File: config.mk
export PLATFORM = sky130hd
export DESIGN_NAME = adder_seq
export DESIGN_NICKNAME = d
export VERILOG_FILES = /design/src/rtl/adder_seq_pkg.sv /design/src/rtl/adder_chunk.sv /design/src/rtl/adder_seq.sv
export SDC_FILE = /design/constraint.sdc
export NUM_CORES = 1
export LEC_CHECK = 0
export BUFFER_PORTS_ARGS = -buffer_cell sky130_fd_sc_hd__buf_2
export CAP_MARGIN = 20
export CORE_ASPECT_RATIO = 1.25
export CORE_MARGIN = 5
export CORE_UTILIZATION = 42
export CTS_CLUSTER_DIAMETER = 100
export DETAILED_ROUTE_END_ITERATION = 6
export PLACE_DENSITY_LB_ADDON = 0.12
export SLEW_MARGIN = 30
export SYNTH_ARGS = -nofsm -noshare
export SYNTH_HDL_FRONTEND = slang
export SYNTH_HIERARCHICAL = 1
export SYNTH_SLANG_ARGS = --single-unit
File: constraint.sdc
create_clock -name clk -period 4.3 [get_ports clk]
set_input_delay 1.29 -clock clk [delete_from_list [all_inputs] [get_ports clk]]
set_output_delay 1.29 -clock clk [all_outputs]
set_load 0.01 [all_outputs]
File: src/rtl/adder_seq_pkg.sv
// Shared types and helpers for the multi-cycle chunked adder.
// Imported by adder_seq and adder_chunk.
package adder_seq_pkg;

  typedef enum logic [1:0] {
    IDLE = 2'd0,
    CALC = 2'd1,
    DONE = 2'd2
  } state_t;

  function automatic int nchunk(input int width, input int chunk);
    return width / chunk;
  endfunction

endpackage

File: src/rtl/adder_chunk.sv
// Combinational ripple of CHUNK full-adder cells.
// Exposes carry into the top bit for overflow detection.
module adder_chunk
  import adder_seq_pkg::*;
#(
  parameter int CHUNK = 4
) (
  input  logic [CHUNK-1:0] a,
  input  logic [CHUNK-1:0] b,
  input  logic             cin,
  output logic [CHUNK-1:0] s,
  output logic             cout,
  output logic             c_msb
);

  logic [CHUNK:0] c;

  always_comb begin
    c    = '0;
    s    = '0;
    c[0] = cin;
    for (int i = 0; i < CHUNK; i++) begin
      s[i]   = a[i] ^ b[i] ^ c[i];
      c[i+1] = (a[i] & b[i]) | (c[i] & (a[i] ^ b[i]));
    end
  end

  assign cout  = c[CHUNK];
  assign c_msb = c[CHUNK-1];

endmodule

File: src/rtl/adder_seq.sv
// Multi-cycle add/sub/accumulate unit, CHUNK bits per cycle
// with a registered ripple carry and valid/ready on both sides.
module adder_seq
  import adder_seq_pkg::*;
#(
  parameter int WIDTH = 16,
  parameter int CHUNK = 4
) (
  input  logic             clk,
  input  logic             rst,
  input  logic             in_valid,
  output logic             in_ready,
  input  logic [WIDTH-1:0] a,
  input  logic [WIDTH-1:0] b,
  input  logic             cin,
  input  logic             sub,
  input  logic             acc,
  output logic             out_valid,
  input  logic             out_ready,
  output logic [WIDTH-1:0] s,
  output logic             cout,
  output logic             ovf
);

  localparam int NCHUNK = nchunk(WIDTH, CHUNK);
  localparam int IW     = (NCHUNK > 1) ? $clog2(NCHUNK) : 1;
  localparam logic [IW-1:0] LAST = IW'(NCHUNK - 1);

  if (WIDTH % CHUNK != 0) begin : g_bad_chunk
    $error("adder_seq: WIDTH must be a multiple of CHUNK");
  end

  state_t            state_q, state_d;
  logic [IW-1:0]     idx_q, idx_d;
  logic [WIDTH-1:0]  a_q, a_d;
  logic [WIDTH-1:0]  b_q, b_d;
  logic              c_q, c_d;
  logic [WIDTH-1:0]  s_q, s_d;
  logic              cout_q, cout_d;
  logic              ovf_q, ovf_d;
  logic [WIDTH-1:0]  acc_q, acc_d;

  logic [CHUNK-1:0]  ch_s;
  logic              ch_cout;
  logic              ch_msb;

  // Operands shift right so the active chunk is always the low slice
  adder_chunk #(.CHUNK(CHUNK)) u_chunk (
    .a     (a_q[CHUNK-1:0]),
    .b     (b_q[CHUNK-1:0]),
    .cin   (c_q),
    .s     (ch_s),
    .cout  (ch_cout),
    .c_msb (ch_msb)
  );

  always_comb begin
    state_d = state_q;
    idx_d   = idx_q;
    a_d     = a_q;
    b_d     = b_q;
    c_d     = c_q;
    s_d     = s_q;
    cout_d  = cout_q;
    ovf_d   = ovf_q;
    acc_d   = acc_q;
    unique case (state_q)
      IDLE: begin
        if (in_valid) begin
          a_d     = acc ? acc_q : a;
          b_d     = sub ? ~b : b;
          c_d     = sub ? ~cin : cin;
          idx_d   = '0;
          state_d = CALC;
        end
      end
      CALC: begin
        a_d = a_q >> CHUNK;
        b_d = b_q >> CHUNK;
        c_d = ch_cout;
        s_d[idx_q*CHUNK +: CHUNK] = ch_s;
        if (idx_q == LAST) begin
          cout_d  = ch_cout;
          ovf_d   = ch_msb ^ ch_cout;
          state_d = DONE;
        end else begin
          idx_d = idx_q + 1'b1;
        end
      end
      DONE: begin
        if (out_ready) begin
          acc_d   = s_q;
          state_d = IDLE;
        end
      end
      default: state_d = IDLE;
    endcase
  end

  always_ff @(posedge clk or negedge rst) begin
    if (!rst) begin
      state_q <= IDLE;
      idx_q   <= '0;
      a_q     <= '0;
      b_q     <= '0;
      c_q     <= 1'b0;
      s_q     <= '0;
      cout_q  <= 1'b0;
      ovf_q   <= 1'b0;
      acc_q   <= '0;
    end else begin
      state_q <= state_d;
      idx_q   <= idx_d;
      a_q     <= a_d;
      b_q     <= b_d;
      c_q     <= c_d;
      s_q     <= s_d;
      cout_q  <= cout_d;
      ovf_q   <= ovf_d;
      acc_q   <= acc_d;
    end
  end

  assign in_ready  = (state_q == IDLE);
  assign out_valid = (state_q == DONE);
  assign s         = s_q;
  assign cout      = out_valid & cout_q;
  assign ovf       = out_valid & ovf_q;

endmodule

# --- Word-level counts from Yosys, hierarchy flattened ---
# Cells that the tools add are included.
totals:
  reg_bits: 71
  out_inout_bits: 20
op_classes:
  reduce_logical: 7
  n_bitwise: 25
  eq_ne: 7
  shift: 2
  n_mux: 17
  addsub: 2
ops:
  columns: ["operator", "count"]
  rows:
  - ["16-bit two-way mux", 4]
  - ["16-bit one-hot mux with 2 select lines", 2]
  - ["4-bit negator with 34-bit output", 1]
  - ["4-bit by 34-bit variable shift with 16-bit output (first input constant)", 1]
  - ["4-bit by 34-bit variable part select with 16-bit output", 1]
  - ["16-bit bitwise mux", 1]
  - ["16-bit inverter", 1]
  - ["1-bit AND", 10]
  - ["2-bit two-way mux", 5]
  - ["1-bit bitwise XOR", 9]
  - ["2-bit != test (second input constant)", 3]
  - ["2-bit one-hot mux with 3 select lines", 1]
  - ["2-bit AND reduction", 3]
  - ["3-bit AND reduction", 2]
  - ["2-bit equality test (second input constant)", 2]
  - ["1-bit bitwise OR", 4]
  - ["2-bit one-hot mux with 2 select lines", 1]
  - ["2-bit by 1-bit adder with 2-bit output (second input constant)", 1]
  - ["2-bit by 1-bit equality test with 1-bit output (second input constant)", 1]
  - ["2-bit zero test", 1]
  - ["1-bit two-way mux", 2]
  - ["2-bit by 1-bit != test with 1-bit output (second input constant)", 1]
  - ["1-bit one-hot mux with 2 select lines", 1]
  - ["2-bit nonzero test", 1]
  - ["1-bit inverter", 1]

# --- Longest topological paths before layout ---
# Gate-level depths: netlist of the first run.
logic_depth:
  ltp_word: 10
  ltp_mapped: 8
  depth_no_buf: 8

# --- Cells and area by module ---
# Netlist of the first run, hierarchy kept.
modules_own_cells:
  columns: ["module", "seq_area_each_um2", "cells_each", "area_per_inst_um2", "instances"]
  rows:
  - ["adder_seq", 1776.7, 287, 3377.0, 1]
  - ["adder_chunk", 0.0, 12, 110.1, 1]

# --- Worst setup path after synthesis of the first run ---
# No wires, ideal clock.
synth_path:
  path_kind: "in2reg"
  from: "input acc"
  to: "register a_q[10]"
  arrival_ps: 2189
  setup_time_ps: 126
  required_ps: 4174
  path_slack_ps: 1985
  path_stages: 5
  path_cell_list: "buf_2 > buf_4 > mux2i_1 > nor2_2 > a221o_1"
synth_via:
  elab_chain_len: 3
synth_rtl:
  columns: ["item", "line", "rtl"]
  rows:
  - ["start, declared", "adder_seq.sv:17", "input logic acc,"]
  - ["16-bit two-way mux", "adder_seq.sv:70", "a_d = acc ? acc_q : a;"]
  - ["16-bit two-way mux", "adder_seq.sv:69", "if (in_valid) begin"]
  - ["16-bit one-hot mux with 2 select lines", "adder_seq.sv:67", "unique case (state_q)"]
  - ["end signal, assigned", "adder_seq.sv:104", "a_q <= '0;"]
  - ["end signal, assigned", "adder_seq.sv:114", "a_q <= a_d;"]
  - ["end, declared", "adder_seq.sv:35", "logic [WIDTH-1:0] a_q, a_d;"]
# No other way between the ends. The select of a mux whose other input is x is not followed.
# A chain may end at the register's enable or synchronous reset.

# --- Worst setup path after layout of the first run ---
layout_path:
  from: "register state_q[0]"
  to: "output cout"
layout_via:
  elab_chain_len: 2
layout_rtl:
  columns: ["item", "line", "rtl"]
  rows:
  - ["start, declared", "adder_seq.sv:33", "state_t state_q, state_d;"]
  - ["start signal, assigned", "adder_seq.sv:112", "state_q <= state_d;"]
  - ["2-bit equality test", "adder_seq.sv:125", "assign out_valid = (state_q == DONE);"]
  - ["1-bit AND", "adder_seq.sv:127", "assign cout = out_valid & cout_q;"]
  - ["end, declared", "adder_seq.sv:21", "output logic cout,"]
# No other way between the ends.

==> results of run 1 <==
-- sequential cells by signal (all words and copies together) (netlist names) --
name     count
a_q         16
acc_q       16
b_q         16
s           16
idx_q        2
state_q      2
c_q          1
cout_q       1
ovf_q        1
-- final cells by class --
cell class              instances  area, um^2
inverters                      12       45.04
flip-flops and latches         71        1777
clock inverters                 1       5.005
repair buffers                 62       340.3
multi-input cells             198        1556
well taps                      97       121.4
clock buffers                  14       152.6
fillers                       778        4197
-- worst max-delay path: cells and delay by family, from the launching register on --
kind | cells | cell delay [ps]
DFF | 1 | 650
and+or+nand+nor | 2 | 470
buffers and inverters | 1 | 130
-- Yosys cell counts --
cell type and instances:
o21bai_4 1, o31ai_1 8, xnor2_1 5, nor3_1 1, nor2_1 5, a22o_1 8
o21ai_0 9, nand2_2 1, nor4b_4 2, o21ai_1 15, o22ai_1 13, and2_1 2
or3b_4 1, a221o_1 12, and4bb_2 1, mux2_1 16, and2b_2 1, buf_2 5
nand2_1 38, nor4b_2 1, fa_1 4, xor2_1 13, inv_2 1, clkbuf_1 7
mux2i_1 16, inv_1 11, o2bb2ai_1 1, mux2_2 1, dfrtp_1 71, or4_1 1
a21oi_1 1, nand3b_4 2, nand2b_1 2, nor2b_1 1, buf_6 4, nor2_2 9
ha_1 5, nand3b_1 2, buf_4 2
-- cell usage in the layout (no fill, tap or decap), types with 10 or more instances in the layout --
master / netlist / routed
dfrtp_1: 71 / 71
buf_2: 5 / 58
nand2_1: 38 / 38
mux2_1: 16 / 16
mux2i_1: 16 / 16
o21ai_1: 15 / 15
xor2_1: 13 / 13
o22ai_1: 13 / 13
a221o_1: 12 / 12
inv_1: 11 / 11
clkbuf_8: 0 / 10
-- per-stage QoR --
step                total power, mW  cell area, um^2  utilization  cells  hold WS (ps)
floorplan                     2.025             3487            -    299         447.4
global placement              2.368             3812       0.4653    439         459.5
detailed placement            2.422             3840       0.4686    440         472.4
CTS                           2.885             3998       0.4879    455         489.8
global route                  3.078             3998       0.4879    455         512.2
finish                        2.844             3998       0.4879    455         485.1
-- logic make-up (layout without fill, tap and decap cells) --
kind of cell,Yosys count,count (layout)
and+or+nand+nor,70,70
AOI/OAI and AO/OA,68,68
adders and majority gates,9,9
muxes,33,33
xor gates and xnor gates,18,18
DFF,71,71
buffers and inverters,30,89
-- how the worst min path moves through the flow --
stage | to | slack, ps
2_1_floorplan | ovf_q | 450
3_3_place_gp | a_q[15] | 460
3_5_place_dp | a_q[13] | 470
4_1_cts | a_q[13] | 490
5_1_grt | acc_q[6] | 510
6_report | b_q[2] | 490
-- per-layer routing --
metal,vias up,GRT usage
met4,0,0.06036
li1,1166,-
met3,5,0.03176
met1,1157,0.2082
met2,54,0.2594
met5,-,0
-- power by group through the flow --
stage / sequential, mW / clock, mW / combinational (mW)
6_report: 1.17 / 0.451 / 1.22
5_1_grt: 1.21 / 0.495 / 1.37
4_1_cts: 1.18 / 0.467 / 1.24
3_5_place_dp: 1.19 / 0 / 1.23
3_3_place_gp: 1.18 / 0 / 1.18
2_1_floorplan: 1.13 / 0 / 0.895
==> impl_results.md, run 1 <==
- XOR/XNOR Fraction of Synth Area: 0.04521
- Comb power frac: 0.429
- Die area: 10240 um^2
- Worst-Skew Late Latency: 330 ps
- Hold path startpoint: b_q[2]
- Grt ovf: 0
- Slowest Stage Delay on Critical Path: 650 ps
- H-Tree Depth: 3
- Routed Antenna Nets: 0
- Initial antenna violation count: 0
- Flops & latches, synth: 71
- Largest net degree at the start of global routing: 46
- WHS Path Cells: 2
- Net load switching power: 1.154 mW
- Simple-Gate Fraction of Synth Area: 0.1198
- Startpoint types: flip-flop
- Worst Skew: 4.531 ps
- Place WS: 1775 ps
- Gpl congestion: 0.7861
- FMAX: 0.3492 GHz
- Synth top area cells: dfrtp_1, mux2_1, mux2i_1
- Row Count: 37
- Root buf cell: clkbuf_8
- Post_cts resized: 0
- Port bufs: 58
- Iteration-0 DRC Markers: 89
- Met3 routed WL: 354 um
- Ports: 59
- Slew margin rel.: 0.6127
- First-pass GRT wire length: 12850 um
- Worst EP arrival: 1570 ps
- Worst slew pin tran: 580.9 ps
- Cts bufs inserted: 9
- Final hold vios: 0
- Core Area: 8194 um^2
- Final wirelength: 7601 um
- Synth warn: 6
- Power Internal: 1.691 mW
- CTS tree: yes
- Fin nets: 402
- PwrDens: 711.5 nW/um^2
- Final Cycle Share: 0.6660
- Adder-Cell Fraction of Synth Area: 0.04090
- Final min period: 2864 ps
- DR WL/cell: 16.71 um
- Avg Cell Area, Syn: 11.66 um^2
- Initial Util: 0.4256
- DRC: 0
- Die Width: 91.50 um
- Wire length on met1: 3463 um
- R2R Path End: s[15]
- Switching share of power: 0.4056
- Number of post-CTS setup repair buffers: 0
- Clock-pin slew on the worst setup and hold paths: 70 ps
- Post-Syn Instances: 299
- Setup TNS Final: 0 ps
- Mapped cell area: 3487 um^2
- Yosys top cell area share: 0.5095
- Synth unique cells: 39
- Proportion of layout cells with a drive suffix above 1: 0.2654
- Worst R2R Setup Slack: 1940 ps
- Peak supply drop: 0.2612 mV
- Met2 wire length: 3703 um
- Vias in the first global route: 2486
- Leakage power: 1.972 nW
- Uppermost layer routed: met4
- Worst Hold Class: reg2reg
- Max_cap viols: 0
- Post-synthesis compound-gate area fraction: 0.1389
- CTS Sinks: 71
- Area grow syn2layout: 14.64%
- Seq pwr share: 0.412
- Worst EP required: 3010 ps
- Drt pass-1 iters: 4
- Largest family of logic cells by synthesized area: compound AO/OA/AOI/OAI gates
- Critical-path top delay cell: dfrtp_1
- Mux cell area share after synthesis: 0.1008
- Final setup viols: 0
- Area leader, netlist: dfrtp_1
- Overall Global Routing Usage: 0.1591
- Status: finished, final reports clean
- Clock Power Share: 0.159
- Register area share after synthesis: 0.5095
- Worst setup path start: state_q[0]
- Max Buffers Root-to-Sink: 2
- Worst Setup End Kind: output pin
- Die height: 111.9 um
- R2R Path Start: a_q[0]
- CP Max Fanout: 12
- RSZ-0062 raised after global routing: no
- CTS Hold Bufs: 0
- CP cell instances: and2b_2 > and2_1 > buf_2
- Max-slew violation count: 0
- Antenna Diode Count: 0
- Hpwl dp: 5445 um
- Worst Slack Setup Final: 1436 ps
- Number of vias in the routed layout: 2382
- R2R cell count: 7
- Synth Net Count: 347
- Setup CP Type: reg2out
- Crit path to: cout
- Via density per instance: 5.235
No activity file was read; power rests on OpenSTA's default activity.
==> run 2: changes to the inputs <==
==> constraint.sdc (replaced) <==
create_clock -name clk -period 2.99 [get_ports clk]
set_input_delay 0.897 -clock clk [delete_from_list [all_inputs] [get_ports clk]]
set_output_delay 0.897 -clock clk [all_outputs]
set_load 0.01 [all_outputs]
==> impl_results.md, run 2 (synthesis results as in run 1) <==
- Initial Util: 0.4256 (unchanged)
- Grt ovf: 0 (unchanged)
- Core Area: 8194 um^2 (unchanged)
- Cts bufs inserted: 9 (unchanged)
- Worst Skew: 9.544 ps (+5.013 ps)
- Max Buffers Root-to-Sink: 2 (unchanged)
- Slew margin rel.: 0.5393 (-0.07342)
- CP cell instances: and2b_2 > and2_1 > buf_2
- R2R Path Start: a_q[0]
- Routed Antenna Nets: 0 (unchanged)
- Worst-Skew Late Latency: 350 ps (+20 ps)
- Crit path to: cout
- Final Cycle Share: 0.8438
- Hpwl dp: 5685 um (+4.4%)
- Peak supply drop: 0.5104 mV (+95%)
- DR WL/cell: 17.71 um (+6.0%)
- Worst Hold Class: reg2reg
- Worst hold slack: 485.0 ps (-0.1580 ps)
- Worst Setup End Kind: output pin
- CP top delay family: flip-flops
- CP Max Fanout: 12 (unchanged)
- Die area: 10240 um^2 (unchanged)
- Crit path depth: 3 (unchanged)
- Ports: 59 (unchanged)
- Antenna Diode Count: 0 (unchanged)
- CTS tree: yes
- CTS Hold Bufs: 0 (unchanged)
- Root buf cell: clkbuf_8
- Number of post-CTS setup repair buffers: 0 (unchanged)
- Buf+Inv Stages, Crit Path: 1 (unchanged)
- Initial antenna violation count: 0 (unchanged)
- Proportion of layout cells with a drive suffix above 1: 0.2745 (+0.009147)
- H-Tree Depth: 3 (unchanged)
- Worst setup path start: state_q[0]
- Leakage power: 1.990 nW (+0.93%)
- PwrDens: 1045 nW/um^2 (+47%)
- Via density per instance: 5.278 (+0.81%)
- Final wirelength: 8042 um (+5.8%)
- Worst R2R Setup Slack: 690 ps (-1250 ps)
- Largest net degree at the start of global routing: 55 (+20%)
- First-pass GRT wire length: 13430 um (+4.5%)
- Worst EP required: 2090 ps (-920 ps)
- Startpoint types: flip-flop
- Critical-path top delay cell: dfrtp_1
- Overall Global Routing Usage: 0.1706 (+0.01153)
- Post_cts resized: 0 (unchanged)
- Worst EP arrival: 1630 ps (+60 ps)
- Final min period: 2523 ps
- Final setup viols: 0 (unchanged)
- Drt pass-1 iters: 6 (+2)
- Commonest non-fill, non-tap cells in the layout: dfrtp_1, buf_2, nand2_1, mux2_1, mux2i_1
- Die Width: 91.50 um (unchanged)
- Final hold vios: 0 (unchanged)
- Gpl congestion: 0.7602 (-3.3%)
- FMAX: 0.3964 GHz
- Port bufs: 58 (unchanged)
- DRC: 0 (unchanged)
- Worst slew pin tran: 691.0 ps (+110.1 ps)
- Row Count: 37 (unchanged)
- Setup CP Type: reg2out
- Fin nets: 402 (unchanged)
- Number of vias in the routed layout: 2396 (+0.59%)
- R2R Path End: s[15]
- Area grow syn2layout: 15.50%
- Vias in the first global route: 2471 (-0.60%)
- Die height: 111.9 um (unchanged)
- Clock-pin slew on the worst setup and hold paths: 70 ps (about the same)
- Slowest Stage Delay on Critical Path: 680 ps (+30 ps)
- Max-slew violation count: 0 (unchanged)
- Iteration-0 DRC Markers: 127 (+43%)
- Max_cap viols: 0 (unchanged)
- Most common cell after layout, fill and taps aside: dfrtp_1
- CTS Sinks: 71 (unchanged)
- RSZ-0062 raised after global routing: no
- Setup TNS Final: 0 ps (unchanged)
- R2R cell count: 7 (unchanged)
- Status: finished, final reports clean
==> run 2: cell count changes in the layout (fill, tap and decap cells not counted) <==
cell	change
buf_12	+1
clkbuf_1	-4
clkbuf_8	+1
buf_16	-1
clkinv_4	+1
bufinv_16	+1
==> run 2: worst min-delay path by stage <==
stage / from / endpoint / slack (ps) / cells after the start
2_1_floorplan: ovf_q / ovf_q / 450 / 2
3_3_place_gp: a_q[13] / a_q[13] / 460 / 2
3_5_place_dp: a_q[13] / a_q[13] / 470 / 2
4_1_cts: a_q[13] / a_q[13] / 490 / 2
5_1_grt: acc_q[12] / acc_q[12] / 510 / 1
6_report: b_q[6] / b_q[6] / 480 / 2
==> run 2: cell type report <==
class / count / area (um^2)
Fill cell: 804 / 4167
Tap cell: 97 / 121.4
Clock buffer: 11 / 151.4
Clock inverter: 3 / 43.79
Timing Repair Buffer: 62 / 332.8
Multi-Input combinational cell: 198 / 1556
Inverter: 12 / 45.04
Sequential cell: 71 / 1777
==> run 2: routing by layer <==
layer | part of all wire | vias to the layer above | wire [um] | GRT usage
met4 | 0.011 | 0 | 90 | 0.06338
met1 | 0.44 | 1161 | 3566 | 0.2285
met5 | 0 | - | 0 | 0
met2 | 0.50 | 60 | 3988 | 0.2672
li1 | - | 1166 | - | -
met3 | 0.049 | 9 | 397 | 0.04189
==> run 2: worst register-to-register path, cell delays in order, from the launching register on <==
cell and delay (ps):
dfrtp_1 380, fa_1 180, inv_1 50, fa_1 380, fa_1 380, inv_1 110
fa_1 490, a22o_1 220
==> run 2: power by group <==
group          total [mW]  switching (mW)  internal [mW]
Combinational        1.74            1.03          0.714
Sequential           1.69           0.325           1.37
Clock               0.776           0.354          0.422
==> run 2: through the flow <==
step / total power, mW / cell area, um^2 / cells / worst slack [ps] / util
3_3_place_gp: 3.436 / 3832 / 440 / 765.6 / 0.4677
3_5_place_dp: 3.485 / 3832 / 440 / 686.0 / 0.4677
6_report: 4.211 / 4028 / 454 / 467.2 / 0.4915
5_1_grt: 4.551 / 4028 / 454 / 381.7 / 0.4915
2_1_floorplan: 2.913 / 3487 / 299 / 834.5 / -
4_1_cts: 4.270 / 4028 / 454 / 446.6 / 0.4915
